**src/rtl/usb_clk_sequencer.sv**
```systemverilog
// usb_clk_sequencer: reset stretcher, soft-reset sequencer, heartbeat and
// trigger-stretch LEDs running on the buffered global USB clock.
// Optional feature macro: USB_CLK_HEARTBEAT_EN (builds the heartbeat counter;
// when undefined, led_hb_o simply mirrors ready_o).
module usb_clk_sequencer #(
    parameter int unsigned RST_HOLD_CYCLES = 16,
    parameter int unsigned HB_BITS         = 23,
    parameter int unsigned STRETCH_BITS    = 22
) (
    input  logic usb_clk,
    input  logic reset_i,
    input  logic soft_rst_i,
    input  logic trig_i,
    output logic rst_out_o,
    output logic ready_o,
    output logic led_hb_o,
    output logic led_trig_o
);

    localparam int unsigned HOLD_W = 16;
    localparam logic [HOLD_W-1:0] HOLD_LAST = HOLD_W'(RST_HOLD_CYCLES - 1);

    typedef enum logic {
        HOLD = 1'b0,
        RUN  = 1'b1
    } state_t;

    // Reject parameter values outside the supported range at elaboration
    if (RST_HOLD_CYCLES < 2 || RST_HOLD_CYCLES > 65535 || HB_BITS < 1 || STRETCH_BITS < 1)
    begin : g_param_check
        $error("usb_clk_sequencer: illegal parameter value");
    end

    state_t                  state;
    state_t                  state_nxt;
    logic [HOLD_W-1:0]       hold_cnt;
    logic [HOLD_W-1:0]       hold_nxt;
    logic [STRETCH_BITS-1:0] str_cnt;
    logic                    trig_q;
    logic                    trig_rise;

    assign trig_rise = trig_i & ~trig_q;

    // State and hold-counter register
    always_ff @(posedge usb_clk) begin
        if (reset_i) begin
            state    <= HOLD;
            hold_cnt <= '0;
        end else begin
            state    <= state_nxt;
            hold_cnt <= hold_nxt;
        end
    end

    // Next-state and hold-counter decode; soft reset restarts the hold period
    always_comb begin
        state_nxt = state;
        hold_nxt  = hold_cnt;
        case (state)
            HOLD: begin
                if (soft_rst_i) begin
                    hold_nxt = '0;
                end else if (hold_cnt == HOLD_LAST) begin
                    state_nxt = RUN;
                    hold_nxt  = '0;
                end else begin
                    hold_nxt = hold_cnt + HOLD_W'(1);
                end
            end
            RUN: begin
                if (soft_rst_i) begin
                    state_nxt = HOLD;
                    hold_nxt  = '0;
                end
            end
            default: begin
                state_nxt = HOLD;
                hold_nxt  = '0;
            end
        endcase
    end

    // Trigger history and stretch counter; soft reset in RUN wins over an edge
    always_ff @(posedge usb_clk) begin
        if (reset_i) begin
            trig_q  <= 1'b0;
            str_cnt <= '0;
        end else begin
            trig_q <= trig_i;
            if (state != RUN || soft_rst_i) begin
                str_cnt <= '0;
            end else if (trig_rise) begin
                str_cnt <= '1;
            end else if (str_cnt != '0) begin
                str_cnt <= str_cnt - STRETCH_BITS'(1);
            end
        end
    end

`ifdef USB_CLK_HEARTBEAT_EN
    logic [HB_BITS-1:0] hb_cnt;

    // Heartbeat counter: counts only while running, held at zero otherwise
    always_ff @(posedge usb_clk) begin
        if (reset_i) begin
            hb_cnt <= '0;
        end else if (state == RUN && !soft_rst_i) begin
            hb_cnt <= hb_cnt + HB_BITS'(1);
        end else begin
            hb_cnt <= '0;
        end
    end
`endif

    // Output decode from registers only
    always_comb begin
        rst_out_o  = 1'b1;
        ready_o    = 1'b0;
        led_trig_o = (str_cnt != '0);
        if (state == RUN) begin
            rst_out_o = 1'b0;
            ready_o   = 1'b1;
        end
`ifdef USB_CLK_HEARTBEAT_EN
        led_hb_o = hb_cnt[HB_BITS-1];
`else
        led_hb_o = (state == RUN);
`endif
    end

endmodule

```
**config.mk**
```make
export PLATFORM = sky130hd
export DESIGN_NAME = usb_clk_sequencer
export DESIGN_NICKNAME = d
export VERILOG_FILES = /design/src/rtl/usb_clk_sequencer.sv
export SDC_FILE = /design/constraint.sdc
export NUM_CORES = 1
export LEC_CHECK = 0
export ABC_AREA = 1
export CAP_MARGIN = 25
export CELL_PAD_IN_SITES_DETAIL_PLACEMENT = 1
export CELL_PAD_IN_SITES_GLOBAL_PLACEMENT = 1
export CORE_UTILIZATION = 43
export DETAILED_ROUTE_END_ITERATION = 6
export PLACE_DENSITY = 0.76
export RECOVER_POWER = 25
export SYNTH_ARGS = -nofsm -noshare
export SYNTH_HDL_FRONTEND = slang
export SYNTH_SLANG_ARGS = --single-unit
```
**constraint.sdc**
```tcl
create_clock -name usb_clk -period 2.24 [get_ports usb_clk]
set_clock_uncertainty 0.15 [all_clocks]
set_input_delay 0.448 -clock usb_clk [delete_from_list [all_inputs] [get_ports usb_clk]]
set_output_delay 0.448 -clock usb_clk [all_outputs]
set_load 0.03 [all_outputs]
```
==> impl.org <==
** Routing
- The detail route stage leaves a number of antenna-violating nets equal to 0.
- After detailed routing, the number of vias per cell comes to 5.19.
- Drt total wl :: approximately 6600 um
- Before antenna repair, the detailed router went through 4 iterations.
- Total number of vias :: 2353
- Starting DRC count in detailed routing :: 66
- Avg WL per Cell :: roughly 14 um
- Residual DRC :: 0

** Logic synthesis
- Yosys printed 0 warnings.
- Cells taking the most area after synthesis :: sky130_fd_sc_hd__dfxtp_1, sky130_fd_sc_hd__nand2_1, sky130_fd_sc_hd__nor2_1
- Largest area contributor in the synthesized netlist :: sky130_fd_sc_hd__dfxtp_1
- Area share of the leading cell type in the synthesized netlist :: 33.6%
- In this run the cell area of the synthesized design comes to 2380 um2.
- Of the synthesized area, sequential elements account for roughly 34%.
- Synthesis inferred 40 register bits.
- Synthesis instantiated 32 different standard cells from the library.
- Number of instances in the synthesized netlist :: 366
- Synthesis produced a netlist with a net count of 372.
- Post-synthesis average cell area :: 6.52 um2

** Timing
- Headroom to the max-slew limit came out at 62.5%.
- Peak Freq :: 495 MHz
- Unrepaired setup endpoints after global routing :: false
- Final hold vios :: 0
- For the final routed database, the setup TNS stands at 0 ps.
- Slew @ Worst Pin :: between 500 and 600 ps
- The final-report max-slew violation count came to 0.
- Tightest hold margin :: 324 ps
- Smallest setup slack after layout :: between 200 and 250 ps
- Counting I/O delays and the setup requirement, the final critical path takes 2020 ps.
- Of the available clock period, the critical path in the final layout requires 90.1%.
- Setup Viol. Count Final :: 0

** Clocking
- Number of clock sinks :: 40
- Clock latency on the worst-skew pair :: 300 ps
- CTS tree :: yes
- Clock Tree Root :: sky130_fd_sc_hd__clkbuf_8
- Total CTS buffers :: 5
- In this run the number of H-tree levels came out at 2.
- Gates resized, CTS repair :: 1
- In this run the deepest clock path goes through 2 buffers.
- Clock-pin slew was measured on the worst setup and hold paths at 80 ps.
- CTS Hold Buffers Added :: 0
- Number of setup buffers added after CTS :: 0

** Run status
- Outcome :: complete, no violations

** Worst setup path
- On the worst path, the slowest cell contributes a delay of 340 ps.
- Buffering stage count on the worst path with inverters included :: 2
- Broken down by cell family, the worst path's largest delay share belongs to simple AND/OR/NAND/NOR gates.
- Signal arrival time at the worst endpoint :: ~1400 ps
- STA classifies the critical path startpoint as a register.
- Critical path class :: reg2out
- CP max-delay cell :: sky130_fd_sc_hd__dfxtp_1
- Max FO, Critical Path :: 5
- STA puts the critical path data required time at 1640 ps.
- The worst setup path is captured at a primary output.
- Walking the worst path, the cells encountered are inv_1, ha_1, nand2_2, nor2_4, nand3_4, clkbuf_2.

** Cells and area
- Fillers :: 740
- Fraction of final layout cells with drive strength greater than 1 :: 13.1%
- Fin cells :: 453
- ANT cells :: 0
- For this run, the post-layout net count is 388.
- Syn-to-layout area delta :: 11.0%

** Hold path
- The path class of the tightest hold or removal check is reg2reg.

** Placement
- Setup slack at placement :: 78.8 ps
- The HPWL after detailed placement is 5130 um.
- Gpl congestion :: 0.871
- The number of placed instances, taps included, is 445.
- Quantity of I/O buffers inserted on ports :: 7

** Floorplanning
- After floorplanning, the core was divided into 26 placement rows.
- Placeable core region :: 5240 um2
- The die is 76.5 um tall.
- DIE AREA :: 5850 um2
- In this run the horizontal extent of the chip is approximately 76 um.
- For this design the top-level I/O count stands at 8.
- Starting Density :: 45.5%

** GRT
- GR Overflow Total :: 0
- Global routing used 24.3% of the available tracks across all layers.
- The first global-routing pass estimated 11200 um of wire.
- Number of global-route vias before repair :: 2463
- The initial antenna violation count was 0.
- Pin count of the biggest net entering global routing :: 21

** Flow run
- MaxCap Viol Count :: 0

** Power
- Power density of the placed cells :: 517 nW/um2
- Worst supply voltage drop on vdd :: 0.000295 V
- P_leak :: 1.22 nW
-- kinds of logic after synthesis --
| logic type | after synthesis | share of synthesized area (%) |
|---|---|---|
| AOI/OAI and AO/OA | 46 | 11.2 |
| xor gates and xnor gates | 3 | 1.10 |
| adders and majority gates | 2 | 1.05 |
| buffers and inverters | 49 | 8.39 |
| DFF | 40 | 33.6 |
| and+or+nand+nor | 226 | 44.7 |
-- per-stage QoR --
step	instance area (um2)	total power, mW	util (%)
final	2650	1.37	50.5
after global routing	2650	1.43	50.5
after CTS	2670	1.40	51.1
after detailed placement	2570	0.795	49.0
after global placement	2570	0.794	49.0
after floorplan	2380	0.771	-
-- tightest hold or removal path, cell delays in order, from the launching register on --
cell	delay, ps
sky130_fd_sc_hd__dfxtp_1	330
sky130_fd_sc_hd__nand2_1	60
sky130_fd_sc_hd__nand2_1	40
-- report_power, final --
group	total, mW	switching [mW]	leakage, nW	internal, mW
sequential	0.715	0.00175	0.323	0.714
clock	0.595	0.264	0.0552	0.331
combinational	0.0598	0.0382	0.843	0.0216
-- path summary, 6_finish.rpt --
check	cells past startpoint	to	startpoint	slack, ps
min reg2reg	2	hold_cnt[1]$_SDFFE_PP0P_	hold_cnt[1]$_SDFFE_PP0P_	320
min	2	hold_cnt[1]$_SDFFE_PP0P_	hold_cnt[1]$_SDFFE_PP0P_	320
max reg2reg	8	hold_cnt[6]$_SDFFE_PP0P_	hold_cnt[0]$_SDFFE_PP0P_	420
max	6	led_trig_o	str_cnt[1]$_SDFFE_PP0P_	220
-- final cells by class --
| cell class | count | area (um2) | share of cell area, % |
|---|---|---|---|
| tap | 70 | 87.6 | 3.31 |
| timing repair buffer | 16 | 126 | 4.77 |
| clock buffer | 6 | 72.6 | 2.74 |
| inverter | 42 | 158 | 5.95 |
| clock inverter | 2 | 35.0 | 1.32 |
| multi-input combinational | 277 | 1370 | 51.7 |
| sequential | 40 | 801 | 30.2 |
-- metal layers --
metal | track usage [%] | vias up | wire (um)
li1 | - | 1196 | -
met1 | 26.2 | 1120 | 2820
met2 | 46.3 | 23 | 3450
met3 | 4.31 | 14 | 131
met4 | 9.42 | 0 | 150
met5 | 0 | - | 0
-- cells in the final DEF, fill, tap and decap left out, drive strengths merged --
master           n
o21bai           2
clkbuf           9
dfxtp           40
nand4            6
inv             42
xor2             3
a21oi           22
nand3b           7
nand2          105
dlygate4sd3      2
or2              1
nor3             1
clkinv           1
nor2            71
o21a             1
bufinv           1
nand3           35
o21ai           17
a31oi            3
ha               2
clkdlybuf4s50    4
a211oi           1
buf              7
-- flip-flops by register name (all words and copies together), names as in the netlist --
register / count
trig_q: 1
str_cnt: 22
hold_cnt: 16
led_hb_o: 1
-- cells in the mapped netlist (all sizes together) --
master and number:
nand2 105, a31oi 3, xor2 3, or2 1, nand3b 7, a211oi 1, dfxtp 40, o21bai 2
nand4 6, o21a 1, inv 42, ha 2, buf 6, nor3 1, clkbuf 1, a21oi 22
nor2 71, nand3 35, o21ai 17
Note: power is estimated with default switching activity, not from simulation.
